[src/rtl/mem_bus_unit.sv]
// mem_bus_unit
// Multi-cycle load/store unit for the MEM stage. It takes one memory op at a
// time and runs it on a req/ack data bus. The bus may insert wait states, and
// a timeout turns into a bus error. The unit also handles byte-lane steering,
// load sign/zero extension, alignment checks and LL/SC link tracking. While
// an access is in flight, stall_req_o freezes the pipeline.
//
// Ports
//   clk, rst        rising-edge clock, asynchronous active-low reset
//   op_valid_i      memory op present (inputs stable while stalled)
//   op_i            0 NOP,1 LB,2 LBU,3 LH,4 LHU,5 LW,6 SB,7 SH,8 SW,9 LL,10 SC
//   addr_i          effective byte address
//   wdata_i         store data (rt)
//   flush_i         abandon the current op
//   llclr_i         clear the link bit
//   stall_req_o     pipeline stall request
//   done_o          one-cycle completion pulse, rdata_o/exc_o valid
//   rdata_o         load result, or SC success flag
//   exc_o           0 none, 1 AdEL, 2 AdES, 3 bus error
//   badvaddr_o      faulting address when exc_o != 0
//   llbit_o         current link bit
//   bus_*           req/ack data bus (word address, byte enables, lanes)
module mem_bus_unit #(
    parameter int ADDR_W  = 32,
    parameter int TIMEOUT = 255,
    parameter int CNT_W   = 8
) (
    input  logic              clk,
    input  logic              rst,
    input  logic              op_valid_i,
    input  logic [3:0]        op_i,
    input  logic [ADDR_W-1:0] addr_i,
    input  logic [31:0]       wdata_i,
    input  logic              flush_i,
    input  logic              llclr_i,
    output logic              stall_req_o,
    output logic              done_o,
    output logic [31:0]       rdata_o,
    output logic [1:0]        exc_o,
    output logic [ADDR_W-1:0] badvaddr_o,
    output logic              llbit_o,
    output logic              bus_req_o,
    output logic              bus_we_o,
    output logic [ADDR_W-1:0] bus_addr_o,
    output logic [3:0]        bus_sel_o,
    output logic [31:0]       bus_wdata_o,
    input  logic              bus_ack_i,
    input  logic [31:0]       bus_rdata_i,
    input  logic              bus_err_i
);

    typedef enum logic [1:0] {IDLE, WAIT, DONE, DRAIN} state_t;

    localparam logic [3:0] OP_LB  = 4'd1;
    localparam logic [3:0] OP_LBU = 4'd2;
    localparam logic [3:0] OP_LH  = 4'd3;
    localparam logic [3:0] OP_LHU = 4'd4;
    localparam logic [3:0] OP_LW  = 4'd5;
    localparam logic [3:0] OP_SB  = 4'd6;
    localparam logic [3:0] OP_SH  = 4'd7;
    localparam logic [3:0] OP_SW  = 4'd8;
    localparam logic [3:0] OP_LL  = 4'd9;
    localparam logic [3:0] OP_SC  = 4'd10;

    localparam logic [1:0] EXC_NONE = 2'd0;
    localparam logic [1:0] EXC_ADEL = 2'd1;
    localparam logic [1:0] EXC_ADES = 2'd2;
    localparam logic [1:0] EXC_BUS  = 2'd3;

    localparam logic [CNT_W-1:0] TIMEOUT_CNT = CNT_W'(TIMEOUT);
    localparam logic [CNT_W-1:0] CNT_MAX     = {CNT_W{1'b1}};
    localparam logic [CNT_W-1:0] CNT_ONE     = CNT_W'(1);

    state_t            state, next_state;
    logic [3:0]        op_q;
    logic [ADDR_W-1:0] addr_q;
    logic [CNT_W-1:0]  cnt;

    logic              is_load, is_store, is_half, is_word, misaligned;
    logic              launch, imm_exc, sc_fail, complete, bus_end;
    logic [3:0]        lane_sel;
    logic [31:0]       lane_wdata;
    logic [7:0]        lane_byte;
    logic [15:0]       lane_half;
    logic [31:0]       load_data;

    // Classify the incoming op. Unknown encodings fall out as neither load
    // nor store, so they behave like NOP. Halfword ops need addr[0]=0.
    // Word ops, LL and SC need addr[1:0]=0.
    always_comb begin
        is_load  = 1'b0;
        is_store = 1'b0;
        is_half  = 1'b0;
        is_word  = 1'b0;
        case (op_i)
            OP_LB, OP_LBU: is_load = 1'b1;
            OP_LH, OP_LHU: begin is_load = 1'b1; is_half = 1'b1; end
            OP_LW, OP_LL:  begin is_load = 1'b1; is_word = 1'b1; end
            OP_SB:         is_store = 1'b1;
            OP_SH:         begin is_store = 1'b1; is_half = 1'b1; end
            OP_SW, OP_SC:  begin is_store = 1'b1; is_word = 1'b1; end
            default:       ;
        endcase
        misaligned = (is_half && addr_i[0]) || (is_word && (addr_i[1:0] != 2'b00));
    end

    // Byte-lane steering for stores. Narrow store data is replicated across
    // the lanes so that the slave only has to honour the byte enables.
    always_comb begin
        lane_sel   = 4'b1111;
        lane_wdata = wdata_i;
        case (op_i)
            OP_SB: begin
                lane_sel   = 4'b0001 << addr_i[1:0];
                lane_wdata = {4{wdata_i[7:0]}};
            end
            OP_SH: begin
                lane_sel   = addr_i[1] ? 4'b1100 : 4'b0011;
                lane_wdata = {2{wdata_i[15:0]}};
            end
            default: ;
        endcase
    end

    // Pick the lane of the returning word that addr selects, then extend it.
    // A successful SC reports 1. Other stores return 0.
    always_comb begin
        case (addr_q[1:0])
            2'd0:    lane_byte = bus_rdata_i[7:0];
            2'd1:    lane_byte = bus_rdata_i[15:8];
            2'd2:    lane_byte = bus_rdata_i[23:16];
            default: lane_byte = bus_rdata_i[31:24];
        endcase
        lane_half = addr_q[1] ? bus_rdata_i[31:16] : bus_rdata_i[15:0];
        case (op_q)
            OP_LB:        load_data = {{24{lane_byte[7]}}, lane_byte};
            OP_LBU:       load_data = {24'd0, lane_byte};
            OP_LH:        load_data = {{16{lane_half[15]}}, lane_half};
            OP_LHU:       load_data = {16'd0, lane_half};
            OP_LW, OP_LL: load_data = bus_rdata_i;
            OP_SC:        load_data = 32'd1;
            default:      load_data = 32'd0;
        endcase
    end

    // State register.
    always_ff @(posedge clk or negedge rst) begin
        if (!rst) state <= IDLE;
        else      state <= next_state;
    end

    // Next-state logic and the control strobes for the datapath.
    // - A flush during WAIT leaves the bus request up until the slave
    //   finishes, which keeps the bus protocol intact.
    // - If the flush lands in the same cycle as the ack or the timeout, the
    //   unit returns straight to IDLE. It must not drain for an ack that will
    //   never come.
    // - The IDLE stall term is gated by rst so that every output reads 0
    //   while reset is held.
    always_comb begin
        next_state  = state;
        stall_req_o = 1'b0;
        done_o      = 1'b0;
        launch      = 1'b0;
        imm_exc     = 1'b0;
        sc_fail     = 1'b0;
        complete    = 1'b0;
        bus_end     = bus_ack_i || (cnt == TIMEOUT_CNT);
        case (state)
            IDLE: begin
                if (rst && op_valid_i && (is_load || is_store) && !flush_i) begin
                    stall_req_o = 1'b1;
                    if (misaligned) begin
                        imm_exc    = 1'b1;
                        next_state = DONE;
                    end else if ((op_i == OP_SC) && !llbit_o) begin
                        sc_fail    = 1'b1;
                        next_state = DONE;
                    end else begin
                        launch     = 1'b1;
                        next_state = WAIT;
                    end
                end
            end
            WAIT: begin
                stall_req_o = 1'b1;
                if (bus_end) begin
                    complete   = !flush_i;
                    next_state = flush_i ? IDLE : DONE;
                end else if (flush_i) begin
                    next_state = DRAIN;
                end
            end
            DONE: begin
                done_o     = 1'b1;
                next_state = IDLE;
            end
            DRAIN: begin
                if (bus_end) next_state = IDLE;
            end
            default: next_state = IDLE;
        endcase
    end

    // Bus side. Address, lanes and strobe are captured when the access is
    // launched and stay put until the ack or the timeout. The timeout
    // counter saturates rather than wrapping.
    always_ff @(posedge clk or negedge rst) begin
        if (!rst) begin
            bus_req_o   <= 1'b0;
            bus_we_o    <= 1'b0;
            bus_addr_o  <= '0;
            bus_sel_o   <= 4'b0000;
            bus_wdata_o <= 32'd0;
            cnt         <= '0;
            op_q        <= 4'd0;
            addr_q      <= '0;
        end else if (launch) begin
            bus_req_o   <= 1'b1;
            bus_we_o    <= is_store;
            bus_addr_o  <= {addr_i[ADDR_W-1:2], 2'b00};
            bus_sel_o   <= lane_sel;
            bus_wdata_o <= lane_wdata;
            cnt         <= '0;
            op_q        <= op_i;
            addr_q      <= addr_i;
        end else if ((state == WAIT) || (state == DRAIN)) begin
            if (bus_end) begin
                bus_req_o <= 1'b0;
                bus_we_o  <= 1'b0;
            end else if (cnt != CNT_MAX) begin
                cnt <= cnt + CNT_ONE;
            end
        end
    end

    // Result registers. They change only at an event that leads into DONE,
    // so they hold their value from one done_o pulse to the next.
    always_ff @(posedge clk or negedge rst) begin
        if (!rst) begin
            rdata_o    <= 32'd0;
            exc_o      <= EXC_NONE;
            badvaddr_o <= '0;
        end else if (imm_exc) begin
            rdata_o    <= 32'd0;
            exc_o      <= is_store ? EXC_ADES : EXC_ADEL;
            badvaddr_o <= addr_i;
        end else if (sc_fail) begin
            rdata_o    <= 32'd0;
            exc_o      <= EXC_NONE;
            badvaddr_o <= '0;
        end else if (complete) begin
            if (bus_ack_i && !bus_err_i) begin
                rdata_o    <= load_data;
                exc_o      <= EXC_NONE;
                badvaddr_o <= '0;
            end else begin
                rdata_o    <= 32'd0;
                exc_o      <= EXC_BUS;
                badvaddr_o <= addr_q;
            end
        end
    end

    // Link bit. An explicit clear beats a same-cycle LL completion. Only a
    // clean bus completion may set or consume the link.
    always_ff @(posedge clk or negedge rst) begin
        if (!rst) begin
            llbit_o <= 1'b0;
        end else if (llclr_i) begin
            llbit_o <= 1'b0;
        end else if (complete && bus_ack_i && !bus_err_i) begin
            if (op_q == OP_LL)      llbit_o <= 1'b1;
            else if (op_q == OP_SC) llbit_o <= 1'b0;
        end
    end

endmodule

[config.mk]
export PLATFORM = sky130hd
export DESIGN_NAME = mem_bus_unit
export DESIGN_NICKNAME = d
export VERILOG_FILES = /design/src/rtl/mem_bus_unit.sv
export SDC_FILE = /design/constraint.sdc
export NUM_CORES = 1
export LEC_CHECK = 0
export CAP_MARGIN = 15
export CELL_PAD_IN_SITES_DETAIL_PLACEMENT = 2
export CELL_PAD_IN_SITES_GLOBAL_PLACEMENT = 2
export CORE_MARGIN = 10
export CORE_UTILIZATION = 31
export DETAILED_ROUTE_END_ITERATION = 6
export PLACE_DENSITY = 0.95
export SLEW_MARGIN = 20
export SYNTH_ARGS = -nofsm -noshare
export SYNTH_HDL_FRONTEND = slang
export SYNTH_SLANG_ARGS = --single-unit
[constraint.sdc]
create_clock -name clk -period 3.2 [get_ports clk]
set_input_delay 0.64 -clock clk [delete_from_list [all_inputs] [get_ports clk]]
set_output_delay 0.64 -clock clk [all_outputs]
set_load 0.1 [all_outputs]
## Yosys cells after proc, flatten, opt, wreduce, memory -nomap -nowiden

Cells that the tools add are included.

| storage, ports and cells | value |
|---|---|
| flip-flop bits (word level) | 181 |
| input port bits | 107 |

| operators by class | value |
|---|---|
| $add $sub $neg | 1 |
| equal/unequal tests | 28 |
| shifts and indexed selects | 1 |
| mux-type cells | 59 |
| reductions and logical operators | 34 |

Operators with widths:

| cell | number |
|---|---|
| 32-bit 2-to-1 mux | 8 |
| 32-bit one-hot mux with 6 select lines | 1 |
| 32-bit one-hot mux with 2 select lines | 1 |
| 8-bit 2-to-1 mux | 4 |
| 1-bit 2-to-1 mux | 27 |
| 4-bit by 3-bit == test with 1-bit output (second input constant) | 6 |
| 2-bit 2-to-1 mux | 12 |
| 8-bit one-hot mux with 3 select lines | 1 |
| 4-bit == test (second input constant) | 5 |
| 4-bit by 2-bit == test with 1-bit output (second input constant) | 4 |
| 16-bit 2-to-1 mux | 1 |
| 2-bit nonzero test | 5 |
| 1-bit logical AND | 9 |
| 8-bit by 1-bit adder with 8-bit output (second input constant) | 1 |
| 4-bit by 1-bit == test with 1-bit output (second input constant) | 2 |
| 8-bit == test (second input constant) | 1 |
| 8-bit inequality test (second input constant) | 1 |
| 2-bit one-hot mux with 4 select lines | 1 |
| 4-bit one-hot mux with 2 select lines | 1 |
| 4-bit OR reduction | 2 |
| 2-bit == test (second input constant) | 3 |
| 2-bit inequality test (second input constant) | 3 |
| 3-bit AND reduction | 2 |
| 3-bit nonzero test | 2 |
| other kinds (12) | 20 |

## Logic depth before layout (Yosys ltp)

| logic depth | value |
|---|---|
| depth after elaboration | 10 |
| gate-level depth with buffers | 9 |
| depth with buffers taken out | 6 |

## Worst setup path after synthesis

Ideal clock, no wire load.

| timing | value |
|---|---|
| path kind | input-to-output |
| from | in op_i[1] |
| to | out stall_req_o |
| arrival | 2.623 ns |
| slack | -0.063 ns |
| stages | 4 |
| buffers on the path | 1 |
| cell sequence | buf_2 a21oi_1 o211ai_1 a21oi_1 |

| between the ends | value |
|---|---|
| longest elaborated chain between the ends | 8 |
| elaborated cells on any way between the ends | 19 |
| those cells by class | 10 x eq/ne; 4 x mux; 5 x reduce/logical |

Ends and longest elaborated chain:

| item | RTL line | source |
|---|---|---|
| start, declared | 31 | `input logic [3:0] op_i,` |
| 4-bit by 3-bit == test with 1-bit output (tied with other cells) | 95 | `case (op_i)` |
| 6-bit OR reduction (no source line) / 4-bit OR reduction (equally long branches) | -- |  |
| 1-bit 2-to-1 mux | 95 |  |
| 1-bit logical OR (*) | 171 | `if (rst && op_valid_i && (is_load \|\| is_store) && !flush_i) begin` |
| 1-bit logical AND (*) (2 in series) | 171 |  |
| 1-bit 2-to-1 mux (*) | 171 |  |
| 1-bit one-hot mux with 2 select lines (*) | 169 | `case (state)` |
| end, declared | 36 | `output logic stall_req_o,` |

Every way passes the cells marked *; elsewhere a longest branch is shown, timed or not.

## Final worst setup path

| timing | value |
|---|---|
| from | in op_i[0] |
| to | out stall_req_o |

The elaborated chain is that of the path after synthesis.

==> results.py <==
metrics = {
    "global_routing": {
        "grt_max_degree": 152,
        "overflow": 0,
        "grt_use_total_pct": 20.3,
        "antenna_found_initial": 7,
        "grt_pass1_vias": 8800,
        "grt_first_pass_wirelength_mm": 53.4,
    },
    "die": {
        "die_w_um": 183,
        "core-area_um2": 26100,
        "fp.dieH_um": 183,
        "num_rows": 59,
        "ios": 246,
        "initial_core_util_pct": 31.4,
        "die-area_um2": 33300,
    },
    "synth": {
        "synthFlopType": "dfrtp_1",
        "async_reset_ff_share_pct": 100,
        "synth_top_cell_by_area": "dfrtp_1",
        "synth_seq_cells": 151,
        "yosys_warnings": 0,
        "synth-seq-area-share_pct": 46.1,
        "yosysUniqueCellTypes": 62,
        "syn_area_um2": 8200,
        "synth.avg_cell_area_um2": 9.65,
        "synth.area.top_cells": "dfrtp_1, nand2_1, mux2_4, nand3_1, buf_4",
        "synth_top_area_share_pct": 46.1,
        "syn_inst": 849,
        "synth_edf_count": 0,
    },
    "cts": {
        "cts_root_buf": "clkbuf_16",
        "cts_sinks": 151,
        "clk_pin_slew_ns": 0.07,
        "post_cts_resized": 0,
        "clkLatencyLatePin_ns": 0.43,
        "cts.path.max_buffers": 2,
        "cts_buffers": 17,
        "cts_max_level": 4,
        "cts_tree": "done",
        "cts_hold_buffers": 0,
        "cts_setup_buffers": 0,
    },
    "timing": {
        "clock_skew_ns": 0.0132,
        "rsz0062_at_grt": "no",
        "max_freq_mhz": 327,
        "holdWs_ns": 0.289,
        "slew_viol_final": 0,
        "setup_viol": 0,
        "post-route-min-period_ns": 3.06,
        "worst_slew_pin_slew_ns": 1.12,
        "setup_slack_ns": 0.140,
        "fin_tns_setup_ns": 0,
        "min_period_over_period_pct": 95.6,
        "hold_viol": 0,
        "slew_headroom_pct": 25.0,
    },
    "flow_run": {
        "cap_violations": 0,
    },
    "detailed_routing": {
        "drc_errors": 0,
        "wl_per_cell_um": 24.9,
        "via_count": 7733,
        "drt_iter0_markers": 573,
        "ant_nets": 0,
        "drt-vias-per-instance": 5.54,
        "wirelength_mm": 34.8,
        "dr.pass1.iters": 5,
    },
    "placement": {
        "hpwl_mm": 24.8,
        "pre_cts_ws_ns": 0.117,
        "placed_area_um2": 10500,
        "gp_congestion": 0.829,
        "portBuffers": 243,
    },
    "cells_and_area": {
        "area_growth_pct": 36.4,
        "final_nets": 1150,
        "drive_gt1_share_pct": 24.4,
        "fin_area_um2": 11200,
        "fin_util_pct": 42.9,
        "nFillCells": 2786,
    },
    "setup_path": {
        "crit_path_max_fanout": 8,
        "slowest_delay_ns": 0.65,
        "cp.arrival_ns": 2.42,
        "worstSetupEndpointType": "primary output",
        "path_class": "in2out",
        "r2r-start": "cnt[0]",
        "crit_required_ns": 2.56,
        "crit_path_start": "op_i[0]",
        "cp_cell_sequence": "clkdlybuf4s50_1 -> or4_4 -> o211ai_1 -> a21oi_2 -> buf_12",
        "startpoint_type": "primary input",
        "path_delay_family": "buffers and inverters",
        "cp.buffers_inverters": 2,
        "cpMaxStageDelayCell": "or4_4",
    },
    "power_and_ir_drop": {
        "powerDensity_nw_per_um2": 1070,
        "pwr-share-comb_pct": 56.6,
        "p_sw_mw": 6.60,
        "ir_drop_mv": 0.826,
        "p_leak_nw": 5.19,
        "pwr-share-clk_pct": 18.2,
        "power_frac_seq_pct": 25.1,
        "p_sw_share_pct": 55.0,
        "p_int_mw": 5.40,
    },
    "outcome": {
        "status": "finished, final reports clean",
    },
    "min_path": {
        "hold_class": "in2async",
    },
}
-- stage by stage --
step | power, mW | instances
4_1_cts | 12.1 | 1389
3_3_place_gp | 9.65 | 1358
2_1_floorplan | 8.23 | 850
3_5_place_dp | 9.85 | 1358
6_report | 12.0 | 1397
5_1_grt | 12.5 | 1395
-- sequential cells by signal (all words and copies together) (netlist names), 2 cells and up --
name and count:
cnt 8, op_q 4, bus_wdata_o 32, state 2
exc_o 2, bus_sel_o 4, addr_q 32, rdata_o 32
badvaddr_o 32
-- worst reg2reg max path, delay by kind of cell (launching register included) --
kind	cells	cell delay, ns
and+or+nand+nor	2	0.40
buffers and inverters	1	0.22
muxes	1	0.36
AOI/OAI and AO/OA	2	0.59
DFF	1	0.46
adders and majority gates	1	0.26
-- worst paths after layout --
kind                                        end  slack (ns)  depth (start not counted)
worst min register to register  bus_wdata_o[15]        0.49                          2
worst min-delay path             badvaddr_o[23]        0.29                          2
max in group asynchronous            addr_q[10]        2.08                          2
worst max register to register    badvaddr_o[4]        0.79                          7
worst max-delay path                stall_req_o        0.14                          5
min in group clk                bus_wdata_o[15]        0.49                          2
-- kinds of logic after synthesis --
kind of cell | Yosys count | share of synthesized area, %
AOI/OAI and AO/OA | 174 | 16.2
xor gates and xnor gates | 8 | 0.855
other | 1 | 0.0458
muxes | 58 | 10.1
adders and majority gates | 1 | 0.153
and+or+nand+nor | 345 | 19.1
DFF | 151 | 46.1
buffers and inverters | 111 | 7.42
-- cell usage in the layout, fill, tap and decap left out, drive strengths merged, types with 3 or more instances in the layout --
| master | netlist | layout |
|---|---|---|
| clkinvlp | 0 | 5 |
| buf | 69 | 173 |
| nor2b | 4 | 4 |
| a22o | 17 | 17 |
| inv | 6 | 7 |
| o22a | 3 | 3 |
| mux2i | 18 | 18 |
| a21o | 17 | 17 |
| a31oi | 11 | 11 |
| nor2 | 37 | 37 |
| clkbuf | 36 | 19 |
| a21oi | 16 | 16 |
| mux2 | 32 | 32 |
| and3 | 5 | 5 |
| clkdlybuf4s50 | 0 | 105 |
| o2bb2ai | 15 | 15 |
| o31ai | 3 | 3 |
| bufinv | 0 | 4 |
| nand4 | 35 | 35 |
| a221oi | 9 | 9 |
| and2 | 3 | 3 |
| nor3 | 3 | 3 |
| o211ai | 33 | 33 |
| diode | 0 | 8 |
| dfrtp | 151 | 151 |
| nand2 | 169 | 169 |
| nand2b | 8 | 8 |
| a211oi | 3 | 3 |
| nand3 | 70 | 70 |
| xor2 | 6 | 6 |
| mux4 | 8 | 8 |
| a222oi | 7 | 7 |
| o21ai | 23 | 23 |
-- layer usage --
| layer | part of all wire [%] | track usage, % | wire [um] | vias to the layer above |
|---|---|---|---|---|
| li1 | - | - | - | 3420 |
| met5 | 0 | 0 | 0 | - |
| met4 | 3.7 | 9.50 | 1280 | 0 |
| met2 | 50 | 33.7 | 17300 | 268 |
| met3 | 6.6 | 5.68 | 2280 | 60 |
| met1 | 40 | 23.6 | 13900 | 3985 |
-- power by group through the flow --
stage	clock [mW]	sequential [mW]	combinational [mW]
4_1_cts	2.24	3.01	6.84
3_3_place_gp	0	2.99	6.65
3_5_place_dp	0	3.03	6.82
2_1_floorplan	0	5.81	2.42
6_report	2.19	3.02	6.79
5_1_grt	2.33	3.09	7.06
-- synth_stat cells (3+ instances only) --
cell and instances:
buf_4 33, a21o_1 17, inv_1 6, clkbuf_1 35, a21oi_1 15, xor2_1 6, nand3_1 70, nor2b_1 4
o21ai_0 22, nor2_1 37, o22a_1 3, buf_2 29, mux2_2 4, nand2b_1 8, nand2_1 169, buf_1 3
o2bb2ai_1 15, and2_1 3, mux2_4 28, buf_6 4, and3_1 5, dfrtp_1 151, mux4_2 8, a221oi_1 9
a22o_1 17, mux2i_1 18, o211ai_1 33, o31ai_1 3, nor3_1 3, a31oi_1 11, a222oi_1 7, nand4_1 35
-- area by class of cell --
cell class                      instances  area (um^2)  share of cell area, %
Clock inverter                         12          176                   1.58
Multi-Input combinational cell        588         3860                   34.5
Clock buffer                           19          443                   3.96
Sequential cell                       151         3780                   33.8
Tap cell                              335          419                   3.75
Inverter                                6         22.5                  0.201
Timing Repair Buffer                  278         2470                   22.1
Antenna cell                            8         20.0                  0.179
Power figures use the tool's default switching activity.
